--- src/rtl/trace_lockstep_cmp.sv ---
// Lockstep trace checker: buffers two retirement trace streams in per-core
// FIFOs, compares the heads pairwise and latches the first divergence or
// overflow as a sticky failure.

// Single trace FIFO. Occupancy is tracked by a count so full/empty never
// depend on pointer equality; pointers simply wrap.
module trace_fifo #(
    parameter int DEPTH = 16,
    parameter int W     = 36,
    parameter int LW    = $clog2(DEPTH) + 1
) (
    input  logic          clk,
    input  logic          reset,
    input  logic          push,
    input  logic          pop,
    input  logic [W-1:0]  wdata,
    output logic [W-1:0]  rdata,
    output logic [LW-1:0] level
);
    localparam int AW = $clog2(DEPTH);

    logic [W-1:0]  mem [DEPTH];
    logic [AW-1:0] wr_ptr;
    logic [AW-1:0] rd_ptr;

    // Storage array; contents need no reset since level gates every read.
    always_ff @(posedge clk) begin
        if (push) mem[wr_ptr] <= wdata;
    end

    // Pointers and occupancy count.
    always_ff @(posedge clk) begin
        if (reset) begin
            wr_ptr <= '0;
            rd_ptr <= '0;
            level  <= '0;
        end else begin
            if (push) wr_ptr <= wr_ptr + 1'b1;
            if (pop)  rd_ptr <= rd_ptr + 1'b1;
            level <= level + LW'(push) - LW'(pop);
        end
    end

    assign rdata = mem[rd_ptr];
endmodule

module trace_lockstep_cmp #(
    parameter int          DEPTH    = 16,
    parameter logic [35:0] CMP_MASK = 36'hF_FFFF_FFFF
) (
    input  logic                     clk,
    input  logic                     reset,
    input  logic                     trace_valid_0,
    input  logic [35:0]              trace_data_0,
    input  logic                     trace_valid_1,
    input  logic [35:0]              trace_data_1,
    output logic [$clog2(DEPTH):0]   level_0,
    output logic [$clog2(DEPTH):0]   level_1,
    output logic [31:0]              match_count,
    output logic                     mismatch,
    output logic                     overflow,
    output logic [35:0]              fail_data_0,
    output logic [35:0]              fail_data_1,
    output logic                     idle
);
    localparam int NUM_CORES = 2;
    localparam int LW        = $clog2(DEPTH) + 1;

    typedef enum logic {RUN, FAIL} state_t;

    state_t                          state, state_nx;
    logic [NUM_CORES-1:0]            tv;
    logic [NUM_CORES-1:0][35:0]      td;
    logic [NUM_CORES-1:0][35:0]      head;
    logic [NUM_CORES-1:0][LW-1:0]    lvl;
    logic [NUM_CORES-1:0]            push;
    logic [NUM_CORES-1:0]            drop;
    logic                            pop;
    logic                            cmp_vld;
    logic                            cmp_diff;
    logic [35:0]                     cmp_a;
    logic [35:0]                     cmp_b;

    assign tv = {trace_valid_1, trace_valid_0};
    assign td = {trace_data_1, trace_data_0};

    assign cmp_diff = ((cmp_a ^ cmp_b) & CMP_MASK) != '0;

    // Next state plus push/pop decisions; nothing moves once in FAIL.
    always_comb begin
        state_nx = state;
        pop      = 1'b0;
        push     = '0;
        drop     = '0;
        case (state)
            RUN: begin
                pop = (lvl[0] != '0) && (lvl[1] != '0);
                for (int k = 0; k < NUM_CORES; k++) begin
                    // A same-cycle pop frees the slot the push needs.
                    push[k] = tv[k] && ((lvl[k] != LW'(DEPTH)) || pop);
                    drop[k] = tv[k] && (lvl[k] == LW'(DEPTH)) && !pop;
                end
                if ((|drop) || (cmp_vld && cmp_diff)) state_nx = FAIL;
            end
            FAIL: begin
                state_nx = FAIL;
            end
            default: state_nx = RUN;
        endcase
    end

    for (genvar k = 0; k < NUM_CORES; k++) begin : g_fifo
        trace_fifo #(.DEPTH(DEPTH), .W(36), .LW(LW)) u_fifo (
            .clk   (clk),
            .reset (reset),
            .push  (push[k]),
            .pop   (pop),
            .wdata (td[k]),
            .rdata (head[k]),
            .level (lvl[k])
        );
    end

    // State register.
    always_ff @(posedge clk) begin
        if (reset) state <= RUN;
        else       state <= state_nx;
    end

    // Compare stage: capture both heads when a pair is popped.
    always_ff @(posedge clk) begin
        if (reset) begin
            cmp_vld <= 1'b0;
            cmp_a   <= '0;
            cmp_b   <= '0;
        end else if (state == RUN) begin
            cmp_vld <= pop;
            if (pop) begin
                cmp_a <= head[0];
                cmp_b <= head[1];
            end
        end else begin
            cmp_vld <= 1'b0;
        end
    end

    // Sticky result flags and match counter; frozen outside RUN.
    always_ff @(posedge clk) begin
        if (reset) begin
            match_count <= '0;
            mismatch    <= 1'b0;
            overflow    <= 1'b0;
            fail_data_0 <= '0;
            fail_data_1 <= '0;
        end else if (state == RUN) begin
            if (|drop) overflow <= 1'b1;
            if (cmp_vld) begin
                if (cmp_diff) begin
                    mismatch    <= 1'b1;
                    fail_data_0 <= cmp_a;
                    fail_data_1 <= cmp_b;
                end else begin
                    match_count <= match_count + 32'd1;
                end
            end
        end
    end

    assign level_0 = lvl[0];
    assign level_1 = lvl[1];
    assign idle    = (lvl[0] == '0) && (lvl[1] == '0) && !cmp_vld;
endmodule

--- config.mk ---
export PLATFORM = sky130hd
export DESIGN_NAME = trace_lockstep_cmp
export DESIGN_NICKNAME = d
export VERILOG_FILES = /design/src/rtl/trace_lockstep_cmp.sv
export SDC_FILE = /design/constraint.sdc
export NUM_CORES = 2
export LEC_CHECK = 0
export ABC_AREA = 1
export CAP_MARGIN = 20
export CORE_MARGIN = 3
export CORE_UTILIZATION = 50
export CTS_CLUSTER_DIAMETER = 60
export DETAILED_ROUTE_END_ITERATION = 8
export PLACE_DENSITY_LB_ADDON = 0.08
export SLEW_MARGIN = 20
export SYNTH_ARGS = -nofsm -noshare
export SYNTH_HDL_FRONTEND = slang
export SYNTH_SLANG_ARGS = --single-unit
--- constraint.sdc ---
create_clock -name clk -period 3 [get_ports clk]
set_input_delay 0.75 -clock clk [delete_from_list [all_inputs] [get_ports clk]]
set_output_delay 0.75 -clock clk [all_outputs]
set_load 0.02 [all_outputs]
Word level (Yosys, flattened, before mapping)

Memory sizes are Yosys's and may differ from the RTL's. A register that Yosys moved wholly into a read port is not among the register bits.
Index checks and enable logic that the tools add are counted.

Bits in writable memories: 1152
Flip-flop bits (word level): 134
Word-level logic and storage cells: 67
Memories kept: 2

Memory list:

| name                 | depth | bits a word | read ports | clocked after memory_dff | wr ports | RTL line | text |
|---|---|---|---|---|---|---|---|
| g_fifo[0].u_fifo.mem | 16    | 36          | 1          | 1                        | 1        | 22       | `logic [W-1:0] mem [DEPTH];` |
| g_fifo[1].u_fifo.mem | 16    | 36          | 1          | 1                        | 1        | 22       |  |

Bitwise operators: 3
Eq/ne operators: 4
Mux-type cells: 9
Reductions and logical operators: 27
Add/subtract/negate cells: 9

Operator list:

| cell                                          | number |
|---|---|
| nonzero test 36 bit                           | 1 |
| bitwise XOR 36 bit                            | 1 |
| adder 32 x 1 -> 32 bit, second input constant | 1 |
| adder 4 x 1 -> 4 bit, second input constant   | 4 |
| adder 5 x 1 -> 5 bit                          | 2 |
| equality test 5 bit, second input constant    | 2 |
| logical AND 1 bit                             | 10 |
| logical NOT 5 bit                             | 2 |
| inequality test 5 bit, second input constant  | 2 |
| nonzero test 5 bit                            | 2 |
| subtractor 5 x 1 -> 5 bit                     | 2 |
| two-way mux 1 bit                             | 6 |
| AND reduction 3 bit                           | 2 |
| OR reduction 2 bit                            | 3 |
| two-way mux 2 bit                             | 2 |
| AND reduction 2 bit                           | 2 |
| logical OR 1 bit                              | 3 |
| logical NOT 1 bit                             | 2 |
| inverter 1 bit                                | 2 |
| one-hot mux 1 bit (2 select lines)            | 1 |

Depth between registers and ports, before layout

Depth after elaboration: 8
Gate-level depth with buffers: 16
Depth with buffers taken out: 14

By module

From an unflattened synthesis, not the netlist that was laid out.

Cells, all modules: 6061
Area total of the unflattened synthesis: 59143.0 um2

By module, submodules not included:

| module                         | cells each | sequential area each (um2) | area an instance (um2) | times used |
|---|---|---|---|---|
| trace_fifo at g_fifo[1].u_fifo | 2429       | 17636.9                    | 25528.2                | 1 |
| trace_fifo at g_fifo[0].u_fifo | 2429       | 17636.9                    | 25500.7                | 1 |
| trace_lockstep_cmp             | 1203       | 3603.5                     | 8114.0                 | 1 |

Worst setup path after synthesis

Ideal clock, no wire load.

Path type: register to register
Start point: register g_fifo[1].u_fifo.level[2]
End point: memory g_fifo[1].u_fifo.mem[11][0] (enable)
Stages on the path, launching flop included: 10
Setup slack: -0.378 ns
Data arrival time: 2.949 ns
Library setup time: 0.429 ns
Path through: dfxtp_1 -> inv_1 -> ha_1 -> nand3_1 -> nor2_1 -> inv_1 -> nor2_1 -> nor3_2 -> nand3_1 -> nor2_1

Longest elaborated chain between the ends: 7

Ends and longest elaborated chain:

| what                                        | RTL line | text |
|---|---|---|
| from (decl)                                 | 18       | `output logic [LW-1:0] level` |
| from (signal assigned)                      | 40       | `level <= level + LW'(push) - LW'(pop);` |
| nonzero test 5 bit                          | 97       | `pop = (lvl[0] != '0) && (lvl[1] != '0);` |
| logical AND 1 bit                           | 97       |  |
| logical OR 1 bit (*)                        | 100      | `push[k] = tv[k] && ((lvl[k] != LW'(DEPTH)) \|\| pop);` |
| logical AND 1 bit (*)                       | 100      |  |
| two-way mux 2 bit (*)                       | 95       | `case (state)` |
| named net g_fifo[1].u_fifo.push             | 14       | `input logic push,` |
| two-way mux 1 bit (*)                       | 28       | `if (push) mem[wr_ptr] <= wdata;` |
| two-way mux 1 bit (not written as such) (*) | 28       |  |
| to (decl)                                   | 22       |  |

Mark *: on every way through the listed nets, which the timed path passes. The rest lies on a longest branch.

Worst setup path in the final report

Start point: register g_fifo[1].u_fifo.level[2]
End point: output idle

Longest elaborated chain between the ends: 3

Ends and longest elaborated chain:

| what                            | RTL line | text |
|---|---|---|
| logical NOT 5 bit               | 171      | `assign idle = (lvl[0] == '0) && (lvl[1] == '0) && !cmp_vld;` |
| logical AND 1 bit (2 in series) | 171      |  |
| to (decl)                       | 64       | `output logic idle` |

Every way passes these cells.

==> flow_metrics.py <==
metrics = {
    "global_route": {
        "antenna_found_initial": 2,
        "grtUsageMet2_pct": 39.08,
        "grt_busiest_layer": "met2",
        "overflow": 0,
        "grt_pass1_wl_mm": 216.4,
        "grt_max_degree": 117,
        "grtUsageMet1_pct": 36.57,
        "grt_use_met3_pct": 4.322,
        "grt_use_total_pct": 25.15,
        "grt_pass1_vias": 34496,
    },
    "sta": {
        "worst_pin_slew_ps": 1089,
        "hold_ws_ps": 435.7,
        "max_freq_mhz": 355.2,
        "rsz0062_at_grt": "no",
        "drv_slew": 0,
        "setup_viol": 0,
        "slew_headroom_pct": 27.37,
        "timing.final.ws_setup_ps": 185.0,
        "layout_min_cycle_time_ps": 2815,
        "finClkSkew_ps": 30.78,
        "hold_viol": 0,
        "setup-tns-final_ps": 0,
        "fin_crit_sh_pct": 93.83,
    },
    "pwr": {
        "total_power_mw": 53.73,
        "ir_worst_vdd_mv": 0.7544,
        "p_leak_nw": 21.36,
        "powerDensity_nw_per_um2": 843.7,
    },
    "place": {
        "dp_slack_ps": 59.25,
        "dpl.hpwl_mm": 86.57,
        "dp_cells": 6133,
        "portBuffers": 192,
        "gp_congestion": 0.8352,
    },
    "layout": {
        "final_nets": 4979,
        "final_cells": 6406,
        "final_cell_mix": "edfxtp_1 (1152), nor2_1 (943), o21ai_0 (586)",
        "fillers": 8725,
        "final_common_cell": "edfxtp_1",
        "area_growth_pct": 16.37,
        "drive_gt1_share_pct": 8.158,
    },
    "floorplan": {
        "core_area_sq_um": 107800,
        "num_rows": 120,
        "io-pin-count": 193,
        "die_w_um": 336.8,
        "initial_core_util_pct": 50.76,
        "die_h_um": 336.8,
        "die_area_sq_um": 113500,
    },
    "worst_setup_path": {
        "slowest_delay_ps": 340,
        "cp-start-kind": "flip-flop",
        "cp-end-kind": "output port",
        "r2r-start": "g_fifo[0].u_fifo.level[2]",
        "critical_path_arrival_ps": 2060,
        "crit_fanout": 3,
        "path_class": "flip-flop to output port",
        "path_cells": "inv_1 > ha_1 > nand4_1 > nor3_1 > clkdlybuf4s15_1",
        "startpoint": "g_fifo[1].u_fifo.level[2]",
        "cp.required_ps": 2250,
        "critical_path.top_delay_family": "buffers and inverters",
        "cp.buffers_inverters": 2,
        "cpMaxStageDelayCell": "clkdlybuf4s15_1",
    },
    "routing": {
        "post-route-drc-count": 0,
        "wire_per_inst_um": 22.42,
        "wl_mm": 143.6,
        "vias_per_cell": 5.723,
        "antenna_left": 0,
        "num_vias": 36664,
        "drtIter0Drc": 3487,
        "first_pass_iters": 6,
    },
    "yosys": {
        "synth_top_family_by_area": "simple AND/OR/NAND/NOR gates",
        "synth-adder-area-share_pct": 0.5990,
        "synth_warnings": 0,
        "ys_seq_area_share_pct": 70.75,
        "synth_edf_count": 1152,
        "synth_cell_types": 37,
        "syn_inst": 4701,
        "synth_compound_area_share_pct": 11.40,
        "yosys.area_share.xor_xnor_pct": 0.1280,
        "ys_ff_latch": 1358,
        "synth_area_sq_um": 54720,
        "synthMuxAreaShare_pct": 0,
        "syn_area_per_cell_sq_um": 11.64,
        "syn_nets": 4802,
        "ys.flop_type": "edfxtp_1",
        "async_flop_share_pct": 0,
        "synth_simple_gate_area_share_pct": 12.59,
    },
    "min_path": {
        "hp-class": "input pin to flip-flop",
        "min-delay-start": "reset",
    },
    "clock_network": {
        "clock_path_buffers": 3,
        "cts_tree": "yes",
        "cts-root-buf": "clkbuf_16",
        "path_clk_slew_ps": 60,
        "cts_buffers": 146,
        "cts_sinks": 1358,
        "cts_setup_buffers": 0,
        "cts_htree_levels": 4,
        "insertion_delay_ps": 750,
    },
    "status": {
        "outcome": "finished, final reports clean",
    },
    "job": {
        "maxCapViolations": 0,
    },
}
==> final cells by class <==
class / instances / area (sq um) / area share, %
antenna: 2 / 5.005 / 0.007859
clock buffer: 205 / 4060 / 6.376
clock inverter: 66 / 549.3 / 0.8626
tap: 1403 / 1755 / 2.757
inverter: 260 / 998.5 / 1.568
timing repair buffer: 340 / 3794 / 5.957
sequential: 1358 / 38740 / 60.84
multi-input combinational: 2772 / 13780 / 21.63
==> worst paths after layout <==
check                         end  slack (ps)  cells past startpoint
setup / recovery             idle         190                      5
hold / removal    match_count[11]         440                      4
setup reg to reg        cmp_b[13]         360                      9
hold reg to reg          mismatch         460                      2
==> where the power goes <==
part           internal (mW)  switching [mW]  total [mW]
clock network           10.0            7.29        17.3
logic                   4.41            9.26        13.7
registers               21.7            1.07        22.8
total                   36.1            17.6        53.7
==> sequential cells by signal, summed over array words and instances, names as in the netlist <==
signal,count
cmp_a,36
cmp_b,36
cmp_vld,1
fail_data_0,36
fail_data_1,36
g_fifo.u_fifo.level,10
g_fifo.u_fifo.mem,1152
g_fifo.u_fifo.rd_ptr,8
g_fifo.u_fifo.wr_ptr,8
match_count,32
mismatch,1
overflow,1
state,1
==> cell usage after synthesis, types with 2 or more instances <==
cell / count / area (sq um)
nor2_2: 3 / 18.77
ha_1: 23 / 287.8
buf_8: 2 / 30.03
nor2_1: 975 / 3660
dfxtp_1: 206 / 4124
inv_2: 3 / 11.26
nor3_1: 11 / 55.05
inv_1: 256 / 960.9
o211ai_1: 322 / 2417
buf_4: 28 / 210.2
a21oi_1: 97 / 485.5
o21ai_0: 586 / 2933
xor2_1: 4 / 35.03
clkbuf_1: 171 / 641.9
edfxtp_1: 1152 / 34590
nand4_1: 37 / 231.5
buf_2: 49 / 245.2
nor3b_1: 2 / 15.01
nand2_1: 307 / 1152
nand3_1: 341 / 1707
o21ai_1: 12 / 60.06
o221ai_1: 36 / 315.3
fa_1: 2 / 40.04
buf_1: 42 / 157.7
xnor2_1: 4 / 35.03
buf_6: 19 / 214.0
==> tightest hold or removal path, stage by stage <==
cell and delay, ps:
buf_4 120, inv_4 120, nand2_1 90, nor2_1 30
==> repair_timing <==
action,4_1_cts,5_1_grt
resized for setup,1,1
pin swaps,0,0
endpoints found under the setup margin,1,1
hold buffers,0,0
==> metrics by stage <==
step / instance area (sq um) / util [%]
after floorplan: 54760 / -
after CTS: 63670 / 59.06
final: 63680 / 59.07
after global placement: 59070 / 54.79
after global routing: 63670 / 59.07
after detailed placement: 59070 / 54.79
==> cell families after synthesis <==
group,Yosys count
simple gates,1682
flops,1358
compound gates,1057
fa+ha+maj,25
buf+inv,571
xor+xnor,8
==> layer usage <==
metal / vias to the layer above / wire (um)
met2: 1182 / 66370
li1: 17188 / -
met3: 198 / 9762
met5: - / 0
met4: 0 / 3630
met1: 18096 / 63870
(Power assumes the default switching activity.)
